===== src/rtl/div_unit.sv =====
// Iterative restoring divider for RV32M DIV/DIVU/REM/REMU, one quotient bit per clock.
// Valid/ready request and result ports let the EX stage stall until the result is accepted.
module div_unit #(
  parameter  int Oprand_Width = 32,
  localparam int Cnt_Width    = $clog2(Oprand_Width) + 1
) (
  input  logic                    i_CLK,
  input  logic                    i_RST_N,
  input  logic                    i_Flush,
  input  logic                    i_Req_Valid,
  output logic                    o_Req_Ready,
  input  logic [1:0]              i_DIV_OP,
  input  logic [Oprand_Width-1:0] i_SrcA_E,
  input  logic [Oprand_Width-1:0] i_SrcB_E,
  output logic                    o_Res_Valid,
  input  logic                    i_Res_Ready,
  output logic [Oprand_Width-1:0] o_Res_E,
  output logic                    o_Busy
);

  localparam logic [Oprand_Width-1:0] MinNeg = {1'b1, {(Oprand_Width-1){1'b0}}};

  typedef enum logic [1:0] {
    IDLE,
    CALC,
    DONE
  } state_t;

  state_t                  state, state_nxt;
  logic [Cnt_Width-1:0]    cnt_q;
  logic [Oprand_Width-1:0] quo_q;
  logic [Oprand_Width-1:0] rem_q;
  logic [Oprand_Width-1:0] dvsr_q;
  logic                    is_rem_q;
  logic                    neg_q_q;
  logic                    neg_r_q;
  logic                    valid_q;
  logic [Oprand_Width-1:0] res_q;

  // Request decode: bit 0 selects unsigned, bit 1 selects remainder.
  logic                    accept;
  logic                    signed_op;
  logic                    sign_a;
  logic                    sign_b;
  logic [Oprand_Width-1:0] mag_a;
  logic [Oprand_Width-1:0] mag_b;
  logic                    div_zero;
  logic                    overflow;
  logic                    special;

  assign accept    = i_Req_Valid && (state == IDLE) && !i_Flush;
  assign signed_op = ~i_DIV_OP[0];
  assign sign_a    = signed_op & i_SrcA_E[Oprand_Width-1];
  assign sign_b    = signed_op & i_SrcB_E[Oprand_Width-1];
  assign mag_a     = sign_a ? -i_SrcA_E : i_SrcA_E;
  assign mag_b     = sign_b ? -i_SrcB_E : i_SrcB_E;
  assign div_zero  = (i_SrcB_E == '0);
  assign overflow  = signed_op && (i_SrcA_E == MinNeg) && (i_SrcB_E == '1);
  assign special   = div_zero || overflow;

  // One restoring step; the shifted remainder is one bit wider so the compare cannot wrap.
  logic [Oprand_Width:0]   rem_shift;
  logic [Oprand_Width:0]   rem_diff;
  logic                    take;
  logic [Oprand_Width-1:0] rem_nxt;
  logic [Oprand_Width-1:0] quo_nxt;

  assign rem_shift = {rem_q, quo_q[Oprand_Width-1]};
  assign rem_diff  = rem_shift - {1'b0, dvsr_q};
  assign take      = (rem_shift >= {1'b0, dvsr_q});
  assign rem_nxt   = Oprand_Width'(take ? rem_diff : rem_shift);
  assign quo_nxt   = {quo_q[Oprand_Width-2:0], take};

  logic [Oprand_Width-1:0] quo_fin;
  logic [Oprand_Width-1:0] rem_fin;

  assign quo_fin = neg_q_q ? -quo_q : quo_q;
  assign rem_fin = neg_r_q ? -rem_q : rem_q;

  // NOTE: sequential state is written with <= so every register samples pre-edge values.
  always_ff @(posedge i_CLK or negedge i_RST_N) begin
    if (!i_RST_N) begin
      state <= IDLE;
    end else begin
      state <= state_nxt;
    end
  end

  // NOTE: state_nxt gets its default before the case so no path infers a latch.
  always_comb begin
    state_nxt = state;
    case (state)
      IDLE: if (accept) state_nxt = special ? DONE : CALC;
      CALC: if (cnt_q == Cnt_Width'(1)) state_nxt = DONE;
      DONE: if (valid_q && i_Res_Ready) state_nxt = IDLE;
      default: state_nxt = IDLE;
    endcase
    if (i_Flush) state_nxt = IDLE;
  end

  always_ff @(posedge i_CLK or negedge i_RST_N) begin
    if (!i_RST_N) begin
      cnt_q    <= '0;
      quo_q    <= '0;
      rem_q    <= '0;
      dvsr_q   <= '0;
      is_rem_q <= 1'b0;
      neg_q_q  <= 1'b0;
      neg_r_q  <= 1'b0;
      valid_q  <= 1'b0;
      res_q    <= '0;
    end else if (i_Flush) begin
      valid_q <= 1'b0;
    end else begin
      case (state)
        IDLE: begin
          if (accept) begin
            is_rem_q <= i_DIV_OP[1];
            dvsr_q   <= mag_b;
            cnt_q    <= Cnt_Width'(Oprand_Width);
            if (div_zero) begin
              // Architectural results, already in final form: no sign fix-up.
              quo_q   <= '1;
              rem_q   <= i_SrcA_E;
              neg_q_q <= 1'b0;
              neg_r_q <= 1'b0;
            end else if (overflow) begin
              quo_q   <= MinNeg;
              rem_q   <= '0;
              neg_q_q <= 1'b0;
              neg_r_q <= 1'b0;
            end else begin
              quo_q   <= mag_a;
              rem_q   <= '0;
              neg_q_q <= sign_a ^ sign_b;
              neg_r_q <= sign_a;
            end
          end
        end
        CALC: begin
          quo_q <= quo_nxt;
          rem_q <= rem_nxt;
          cnt_q <= cnt_q - Cnt_Width'(1);
        end
        DONE: begin
          // First DONE cycle applies signs and registers the result; it is then held.
          if (!valid_q) begin
            valid_q <= 1'b1;
            res_q   <= is_rem_q ? rem_fin : quo_fin;
          end else if (i_Res_Ready) begin
            valid_q <= 1'b0;
          end
        end
        default: valid_q <= 1'b0;
      endcase
    end
  end

  assign o_Req_Ready = (state == IDLE);
  assign o_Res_Valid = valid_q;
  assign o_Res_E     = res_q;
  assign o_Busy      = (state != IDLE);

endmodule


===== config.mk =====
export PLATFORM = sky130hd
export DESIGN_NAME = div_unit
export DESIGN_NICKNAME = d
export VERILOG_FILES = /design/src/rtl/div_unit.sv
export SDC_FILE = /design/constraint.sdc
export NUM_CORES = 1
export LEC_CHECK = 0
export CAP_MARGIN = 20
export CORE_MARGIN = 2
export CORE_UTILIZATION = 45
export DETAILED_ROUTE_END_ITERATION = 6
export GPL_TIMING_DRIVEN = 0
export PLACE_DENSITY_LB_ADDON = 0.08
export SETUP_SLACK_MARGIN = 0.05
export SLEW_MARGIN = 20
export SYNTH_ARGS = -nofsm -noshare
export SYNTH_HDL_FRONTEND = slang
export SYNTH_SLANG_ARGS = --single-unit

===== constraint.sdc =====
create_clock -name i_CLK -period 3.9 [get_ports i_CLK]
set_input_delay 0.78 -clock i_CLK [delete_from_list [all_inputs] [get_ports i_CLK]]
set_output_delay 0.78 -clock i_CLK [all_outputs]
set_load 0.01 [all_outputs]

### Yosys cells after proc, flatten, opt, wreduce, memory -nomap -nowiden

Index checks and enable logic that the tools add are counted.

| word-level totals | value |
|---|---|
| output and inout bits | 35 |
| register bits | 140 |

| operators by class | value |
|---|---|
| mux-type cells | 29 |
| equal/unequal tests | 10 |
| bitwise logic cells | 6 |
| reduce and logical (&&, ||, !) cells | 16 |
| $lt $le $gt $ge | 1 |
| $add $sub $neg | 6 |

Operators with widths:

| kind | count |
|---|---|
| 2-to-1 mux 32 bit | 11 |
| negation 32 bit | 4 |
| case mux 32 bit (2 select lines) | 2 |
| equality test 32 bit (second input constant) | 2 |
| >= comparator 33 x 32 -> 1 bit | 1 |
| logical NOT 32 bit | 1 |
| subtractor 32 bit | 1 |
| case mux 6 bit (2 select lines) | 1 |
| AND reduction 3 bit | 4 |
| 2-to-1 mux 2 bit | 5 |
| 2-to-1 mux 1 bit | 7 |
| equality test 6 x 1 -> 1 bit (second input constant) | 1 |
| 2-to-1 mux 6 bit | 1 |
| != test 3 bit (second input constant) | 2 |
| case mux 2 bit (3 select lines) | 1 |
| subtractor 6 x 1 -> 6 bit (second input constant) | 1 |
| logical AND 1 bit | 5 |
| != test 2 x 1 -> 1 bit (second input constant) | 2 |
| nonzero test 2 bit | 2 |
| != test 3 x 2 -> 1 bit (second input constant) | 1 |
| inverter 1 bit | 3 |
| bitwise AND 1 bit | 2 |
| equality test 2 x 1 -> 1 bit (second input constant) | 1 |
| equality test 2 bit (second input constant) | 1 |
| 6 further kinds | 6 |

### Logic depth before layout (Yosys ltp)

Gate-level depths: netlist of the first run.

| depth | value |
|---|---|
| depth in word-level cells | 8 |
| gate-level depth with buffers | 14 |
| mapped depth without buffers | 12 |

### Worst setup path after synthesis of the first run

Ideal clock, no wire load.

| path | value |
|---|---|
| path type | in2reg |
| from | input port i_SrcB_E[9] |
| to | register state[1] |
| setup time | 0.069 ns |
| stages on the path | 9 |
| arrival time | 2.790 ns |
| setup slack | 1.042 ns |
| path through | or4_4 -> nor4_4 -> nand4bb_1 -> or4_4 -> nor4_4 -> or2b_2 -> a31oi_1 -> o21a_1 -> nor2_2 |

| between the ends | value |
|---|---|
| longest elaborated chain between the ends | 7 |

Ends and longest elaborated chain:

| what | RTL line | RTL |
|---|---|---|
| start, declared | 14 | `input logic [Oprand_Width-1:0] i_SrcB_E,` |
| equality test 32 bit | 58 | `assign overflow = signed_op && (i_SrcA_E == MinNeg) && (i_SrcB_E == '1);` |
| logical AND 1 bit | 58 |  |
| logical OR 1 bit * | 59 | `assign special = div_zero \|\| overflow;` |
| 2-to-1 mux 2 bit * (2 in series) | 93 | `IDLE: if (accept) state_nxt = special ? DONE : CALC;` |
| case mux 2 bit (3 select lines) * | 92 | `case (state)` |
| 2-to-1 mux 2 bit * | 98 | `if (i_Flush) state_nxt = IDLE;` |
| end signal, assigned | 85 | `state <= state_nxt;` |
| end, declared | 29 | `state_t state, state_nxt;` |

Mark *: on every way between the ends. The rest lies on a longest branch, timed or not. The select of a mux whose other input is x is not followed.
A chain may end at the register's enable or synchronous reset.

### Final worst setup path of the first run

| path | value |
|---|---|
| from | register rem_q[10] |
| to | register rem_q[30] |

| between the ends | value |
|---|---|
| longest elaborated chain between the ends | 3 |

Ends and longest elaborated chain:

| what | RTL line | RTL |
|---|---|---|
| start, declared | 32 | `logic [Oprand_Width-1:0] rem_q;` |
| start signal, assigned | 124 | `rem_q <= i_SrcA_E;` |
| start signal, assigned | 142 | `rem_q <= rem_nxt;` |
| subtractor 32 bit or >= comparator 33 x 32 -> 1 bit (tied branches) | 69, 70 |  |
| 2-to-1 mux 32 bit * | 71 | `assign rem_nxt = Oprand_Width'(take ? rem_diff : rem_shift);` |
| case mux 32 bit (2 select lines) * | 115 | `case (state)` |

Mark *: on every way between the ends. The rest lies on a longest branch, timed or not.

==> metrics, run 1 <==
share of cells above drive strength 1 approximately 4.5%; Area after DPL around 0.012 mm^2; Final Max Slew Viols 0; Max-cap violations 0; critical path data arrival time between 4 and 5 ns; design area 0.0129 mm^2; status finished, final reports clean; R2R depth 12; Clock Latency Late Sink 0.43 ns; Max-slew headroom 30.7%; cell type with the largest total area after synthesis dfrtp_1; Synth top cells by count nand2_1 (178), o21ai_0 (156), dfrtp_1 (140), nor2_1 (120), a21oi_1 (95); # DRC 0; share of the synthesized area in the top cell type roughly 32%; Finished Core Util 55.0%; # clock sinks 140; Worst Setup SP rem_q[10]; final setup violation count 0; Post-CTS Hold Fix Bufs 0; net load switching power 3190 uW; root buffer cell clkbuf_16; drt initial violations between 800 and 900; CP peak stage delay 0.58 ns; CTS tree done; total via count in the routed design around 10000; Crit. End Element flip-flop; fraction of registers with async set/reset 100%; P_int ~4400 uW; I/O Buffers ~100; measured slew at the worst slew-check pin 1.03 ns; leakage a little over 0.005 uW; gr ovfl total 0; Ant. Diodes 0; RePlAce Congestion 0.913; Starting Density 45.9%; clock buffer depth 2; crit path launch type flip-flop; CP max FO 10; vias per cell between 5 and 6; Cell Pwr Density around 590 mW/mm^2; post-synthesis area per instance between 7 and 8 um^2; Crit Path Category flip-flop to flip-flop; Worst Hold Class input pin to async pin; RSZ-0062 raised after global routing no; Worst IR Drop VDD 0.261 mV; First-pass DRT Iterations 5; DP HPWL between 20 and 30 mm; initial antenna violation count 1; Top FF cell, synth dfrtp_1; Tmin final around 3.8 ns; R2R Setup Slk around 0.13 ns; Rows between 50 and 60; count leader, synth nand2_1; die width around 160 um; IO Pins approximately 110; Flop pwr share 31.3%; area delta synth->final 19.9%; Post-DRT Antenna Nets 0; nets 1610; crit-path cells ha_1 > clkbuf_1 > and3_1 > o2bb2ai_1 > o41ai_1 > o2bb2ai_1 > o21bai_1 > and3_1 > buf_2 > clkbuf_1 > a221oi_1 > a21oi_1; syn nets approximately 1500; Sw Share between 40% and 50%; Req. time, crit path ~4.3 ns; Final Cycle Share ~97%; R2R Path End rem_q[30]; highest clock rate roughly 270 MHz; die height about 160 um; end of the critical path rem_q[30]; Setup TNS 0 ns; post-synthesis cell count 1374; CP max stage cell o41ai_1; die area 0.0252 mm^2; average wire per standard cell around 19 um; sequential-to-total area share from yosys stat about 32%; final hold vios 0; Synth Warn # 0; number of global-route vias before repair 9995; H-tree level count 4; worst r2r src rem_q[10]; clock-pin transition on the worst setup and hold timing paths 0.06 ns; top post-synthesis cells by area dfrtp_1 (32%), o21ai_0 (7.2%), xnor2_1 (6.4%); #FFs+latches synth 140; largest net degree at the start of global routing approximately 80; Clock Skew 0.0106 ns; total CTS buffers 17; EDFF count, synth 0; first-pass GRT wire length ~54 mm; Post-Route WL 35.0 mm; clock power share 22.2%; Comb power frac between 40% and 50%; gr usage total between 20% and 30%; post-synth cell types between 60 and 70; Mapped Area around 0.011 mm^2; Core Region ~0.024 mm^2
==> layout make-up <==
class | count | area (um^2)
flip-flops and latches | 140 | 3500
fillers | 2306 | 10600
inverters | 56 | 210
well taps | 319 | 399
clock inverters | 10 | 139
clock buffers | 22 | 474
multi-input cells | 1098 | 6820
plain buffers | 80 | 313
repair buffers | 106 | 1080
==> per-stage QoR <==
step	worst slack, ns	instances	hold slack [ns]	total power [uW]
floorplan	1.04	1374	0.450	4660
global route	0.0533	1831	0.328	8120
detailed placement	-0.554	1799	0.470	5850
finish	0.129	1831	0.280	7590
CTS	0.0467	1831	0.304	7550
global placement	-3.84	1797	0.462	5790
==> layout by cell type, fill, tap and decap left out, drive strengths merged, types with 24 or more instances in the layout <==
cell,synthesis,layout
a21oi,95,95
a221oi,24,24
clkbuf,72,94
clkdlybuf4s50,0,103
dfrtp,140,140
ha,39,39
inv,56,56
nand2,178,178
nand3,24,24
nor2,121,121
nor3,34,34
o21ai,158,158
o31ai,31,31
xnor2,79,79
xor2,66,66
==> critical path, delay by kind of cell, from the launching register on <==
family          cells  cell delay, ns
simple gates        2            0.40
compound gates      6            1.60
fa+ha+maj           1            0.33
buf+inv             3            0.86
flops               1            0.50
==> worst min-delay path by stage <==
stage | start | endpoint | slack (ns) | cells past startpoint
floorplan | dvsr_q[10] | dvsr_q[10] | 0.45 | 2
global placement | dvsr_q[26] | dvsr_q[26] | 0.46 | 2
detailed placement | o_Res_E[13] | o_Res_E[13] | 0.47 | 2
CTS | i_RST_N | o_Res_E[5] | 0.30 | 1
global route | i_RST_N | o_Res_E[5] | 0.33 | 1
finish | i_RST_N | o_Res_E[5] | 0.28 | 1
==> state kept, by name, summed over array words and instances, names as in the netlist <==
signal,cells
dvsr_q,32
o_Res_E,32
quo_q,32
rem_q,32
cnt_q,6
state,2
is_rem_q,1
neg_q_q,1
neg_r_q,1
o_Res_Valid,1
==> kinds of logic after synthesis <==
kind of cell	synth area share, %
simple gates	20.8
mux	0.290
buf+inv	4.81
compound gates	25.2
fa+ha+maj	4.71
flops	32.5
xor+xnor	11.8
==> what timing repair did <==
| action | in CTS | in global routing |
|---|---|---|
| buffers inserted | 0 | 0 |
| setup endpoints to repair | 35 | 34 |
| gates resized for setup | 2 | 12 |
| pin swaps | 0 | 0 |
| hold endpoints to repair | 0 | 0 |
==> per-layer routing <==
layer	GRT usage (%)	wire, um
met1	34.8	15100
met2	47.2	16600
met3	2.85	1920
met4	13.0	1340
met5	0	0
==> power groups by stage <==
stage / combinational, uW / sequential, uW / clock (uW)
2_1_floorplan: 2440 / 2220 / 0
3_3_place_gp: 3420 / 2370 / 0
3_5_place_dp: 3470 / 2380 / 0
4_1_cts: 3490 / 2350 / 1710
5_1_grt: 3920 / 2430 / 1770
6_report: 3530 / 2370 / 1690
(Power assumes the default switching activity.)
==> run 2, diff against run 1 <==
Settings changed: CORE_UTILIZATION 45 to 30.
==> run 2 against run 1 <==
Net effect:
- critical path depth fell by 2
- first-iteration DRC count fell by 24%
- register-to-register slack improved by 0.19 ns
- critical path type is now input pin to flip-flop
- largest power group unchanged
- highest routed layer unchanged
==> metrics, run 2 (synthesis gave the netlist of run 1 again) <==
gr ovfl total 0; RePlAce Congestion roughly 0.88; leakage 0.00514 uW; Area after DPL 0.0125 mm^2; Worst Hold Class input pin to async pin; Tmin final 3.66 ns; Final Cycle Share a little over nine tenths; Clock Skew 0.0136 ns; number of global-route vias before repair about 10000; Cell Pwr Density between 500 and 600 mW/mm^2; design area roughly 0.013 mm^2; multi-input combinational cell area ~0.0068 mm^2; IO Pins between 100 and 150; Filler cells ~3800; First-pass DRT Iterations 5; Power Total approximately 7700 uW; initial antenna violation count 0; Core Region ~0.035 mm^2; Req. time, crit path 4.27 ns; Worst IR Drop VDD around 0.25 mV; register area between 0.003 and 0.004 mm^2; Worst Setup SP i_SrcB_E[17]; DP HPWL between 30 and 40 mm; Max-cap violations 0; Ant. Diodes 0; Max-slew headroom 33.1%; H-tree level count 4; Final Max Slew Viols 0; status finished, final reports clean; gr usage total a little over a fifth; critical path data arrival time roughly 4.0 ns; RSZ-0062 raised after global routing no; I/O Buffers 104; Clock Latency Late Sink between 0.4 and 0.5 ns; largest net degree at the start of global routing just over 80; drt initial violations around 660; total CTS buffers 17; Min Hold Slack between 0.2 and 0.3 ns; Rows between 60 and 70; Setup TNS 0 ns; nets 1613; R2R depth 11; die height slightly below 200 um; Crit Path Category input pin to flip-flop; average wire per standard cell roughly 20 um; commonest non-fill, non-tap cell in the layout nand2_1; area delta synth->final 21.6%; Post-CTS Hold Fix Bufs 0; share of cells above drive strength 1 approximately 4.8%; CTS tree done; Crit. End Element flip-flop; final setup violation count 0; R2R Setup Slk between 0.3 and 0.4 ns; root buffer cell clkbuf_16; R2R Path End rem_q[26]; vias per cell between 5 and 6; die area between 0.03 and 0.04 mm^2; Post-DRT Antenna Nets 0; clock-pin transition on the worst setup and hold timing paths approximately 0.06 ns; highest clock rate approximately 270 MHz; Starting Density approximately 30%; die width about 190 um; # clock sinks between 100 and 150; # DRC 0; final hold vios 0; total via count in the routed design ~10000; CP max FO 6; measured slew at the worst slew-check pin between 1 and 1.5 ns; worst r2r src rem_q[11]; commonest non-fill, non-tap cells in the layout nand2_1 (178), o21ai_0 (156), dfrtp_1 (140), nor2_1 (120), clkdlybuf4s50_1 (103); crit path launch type input pin; Finished Core Util 37.0%; clock buffer depth 2; Post-Route WL about 40 mm; first-pass GRT wire length approximately 62 mm
==> run 2: metal layers <==
layer / vias up / GRT usage (%) / wire length, um
met1: 4964 / 27.4 / 18200
met2: 236 / 37.4 / 19500
li1: 5231 / - / -
met4: 0 / 4.81 / 584
met3: 29 / 3.25 / 1600
met5: - / 0 / 0
==> run 2: power breakdown <==
group	leakage, uW	switching [uW]	internal, uW
combinational	0.00315	2070	1520
clock	0.000289	683	988
sequential	0.00170	573	1830
==> run 2: final cells by class <==
class / count / share of cell area (%)
multi-input cells: 1098 / 52.0
well taps: 461 / 4.39
plain buffers: 80 / 2.37
clock buffers: 21 / 3.58
flip-flops and latches: 140 / 26.7
repair buffers: 109 / 8.41
clock inverters: 11 / 0.896
inverters: 56 / 1.60
==> run 2: stage by stage <==
| stage | cells | setup WS (ns) |
|---|---|---|
| 4_1_cts | 1973 | 0.0715 |
| 6_report | 1976 | 0.235 |
| 3_5_place_dp | 1941 | -0.895 |
| 3_3_place_gp | 1939 | -4.22 |
| 5_1_grt | 1976 | 0.0590 |
| 2_1_floorplan | 1374 | 1.04 |
==> run 2: worst max path at each step <==
stage	end	slack, ns
after floorplan	state[1]	1.04
after CTS	rem_q[22]	0.07
after detailed placement	quo_q[23]	-0.90
after global placement	dvsr_q[27]	-4.22
final	state[1]	0.24
after global routing	dvsr_q[29]	0.06
==> run 2: critical path: stages <==
cell and delay [ns]:
clkdlybuf4s50_1 0.52, or3_1 0.46, nor4_2 0.35, nand4bb_1 0.24, or4_4 0.51, nor4_4 0.48
or2b_2 0.31, a31oi_1 0.12, o21a_1 0.19, nor2_2 0.07
==> run 2: repair_timing <==
item | 4_1_cts | 5_1_grt
endpoints found under the setup margin | 16 | 31
pin swaps | 0 | 2
resized for setup | 3 | 9
buffers inserted | 0 | 3
==> run 3, diff against run 2 <==
Settings changed: CORE_MARGIN 2 to not set, PLACE_DENSITY set to 0.55, PLACE_DENSITY_LB_ADDON 0.08 to not set.
==> run 3 against run 2 <==
Net effect:
- critical path depth increased by 1
- count of clock-buffer cells in the layout fell by 2
- sequential share of layout area barely moved
- clock power decreased by 4%
- sequential power is essentially flat
- power decreased by 0.96%
- largest cell class unchanged
==> metrics, run 3 (synthesis gave the netlist of run 1 again) <==
area delta synth->final 21.6%; Starting Density roughly 30%; Crit Path Category input pin to flip-flop; vias per cell roughly 5.3; Sw Share about 43%; status finished, final reports clean; Post-DRT Antenna Nets 0; CP max stage cell or4_1; gr usage total approximately a fifth; Flop pwr share a little under a third; root buffer cell clkbuf_16; final setup violation count 0; gr ovfl total 0; Post-Route WL roughly 38 mm; RePlAce Congestion 0.904; CTS tree done; die width 192 um; commonest non-fill, non-tap cells in the layout nand2_1 (177), o21ai_0 (156), dfrtp_1 (140), nor2_1 (120), clkdlybuf4s50_1 (103); leakage roughly 0.0052 uW; P_int between 4000 and 5000 uW; crit-path leading delay family simple AND/OR/NAND/NOR gates; clock buffer depth 2; nets 1615; Crit. End Element flip-flop; Core Region around 0.035 mm^2; most used cell, CP nor2_1; First-pass DRT Iterations 6; WP buf/inv 2; first-pass GRT wire length around 58 mm; Max-slew headroom 24.6%; RSZ-0062 raised after global routing no; total via count in the routed design 10500; CP max FO 8; crit path launch type input pin; DP HPWL about 31 mm; Clock Latency Late Sink roughly 0.43 ns; Worst Hold Class input pin to async pin; number of global-route vias before repair between 10000 and 15000; Final Cycle Share approximately 93%; final hold vios 0; clock-pin transition on the worst setup and hold timing paths ~0.060 ns; highest clock rate 275 MHz; CP peak stage delay about 0.6 ns; IO Pins 106; # DRC 0; Filler cells about 3800; crit-path cells clkdlybuf4s50_1 > nor3_1 > nand2_1 > nor4_4 > nand4_1 > buf_4 > or4_1 > nand2_2 > nor2_1 > a2111oi_0 > nor2_1; Tmin final ~3.6 ns; Ant. Diodes 0; Final Max Slew Viols 0; I/O Buffers between 100 and 150; die height 192 um; drt initial violations 647; Clock Skew around 0.0099 ns; die area 0.0367 mm^2; Setup TNS 0 ns; critical path data arrival time 3.93 ns; commonest non-fill, non-tap cell in the layout nand2_1; total CTS buffers 17; average wire per standard cell 19.1 um; largest net degree at the start of global routing a little under 80; initial antenna violation count 1; clock power share around a fifth; measured slew at the worst slew-check pin about 1.1 ns; Req. time, crit path between 4 and 5 ns; net load switching power between 3000 and 4000 uW; H-tree level count 4; share of cells above drive strength 1 roughly 5.0%; Power Total 7580 uW; Worst IR Drop VDD between 0.2 and 0.3 mV; Max-cap violations 0; Post-CTS Hold Fix Bufs 0; Cell Pwr Density roughly 580 mW/mm^2; Comb power frac roughly 47%; # clock sinks 140; Rows just under 70
[run 3: power groups by stage]
stage | logic, uW | clock network (uW) | registers, uW
2_1_floorplan | 2440 | 0 | 2220
3_3_place_gp | 3480 | 0 | 2400
3_5_place_dp | 3530 | 0 | 2410
4_1_cts | 3550 | 1630 | 2390
5_1_grt | 4000 | 1690 | 2460
6_report | 3570 | 1600 | 2400
[run 3: metal layers]
layer	GRT usage (%)	up-vias	part of all wire [%]
li1	-	5237	-
met1	27.1	4915	45
met2	34.6	295	47
met3	3.67	47	5.7
met4	7.42	0	2.4
met5	0	-	0
[run 3: worst paths after layout]
kind                            cells past startpoint  slack (ns)          from          to
worst max-delay path                               11        0.27  i_SrcA_E[24]   quo_q[19]
worst min-delay path                                1        0.27       i_RST_N  o_Res_E[4]
worst max register to register                     11        0.36      rem_q[2]   rem_q[30]
worst min register to register                      2        0.47    o_Res_E[8]  o_Res_E[8]
max in group asynchronous                           2        2.76       i_RST_N  dvsr_q[22]
min in group i_CLK                                  2        0.47    o_Res_E[8]  o_Res_E[8]
[run 3: cell type report]
class / count / area, um^2 / share of cell area [%]
clock inverter: 12 / 123 / 0.934
sequential: 140 / 3500 / 26.7
buffer: 80 / 315 / 2.40
inverter: 56 / 210 / 1.60
timing repair buffer: 111 / 1120 / 8.53
tap: 461 / 577 / 4.40
clock buffer: 19 / 453 / 3.45
multi-input combinational: 1098 / 6820 / 52.0
[run 3: timing repair]
action,in CTS,in global routing
pin swaps,0,3
setup endpoints to repair,39,36
buffers inserted,0,4
resized for setup,4,12
[run 3: per-stage QoR]
stage	cell area [um^2]	util [%]	setup slack [ns]	hold WS, ns	std cells
after global routing	13100	37.0	0.0875	0.377	1977
after detailed placement	12500	35.1	-0.721	0.471	1941
after floorplan	10800	-	1.04	0.450	1374
after CTS	13100	36.8	0.0571	0.342	1972
final	13100	37.0	0.266	0.273	1977
after global placement	12400	35.0	-3.87	0.464	1939
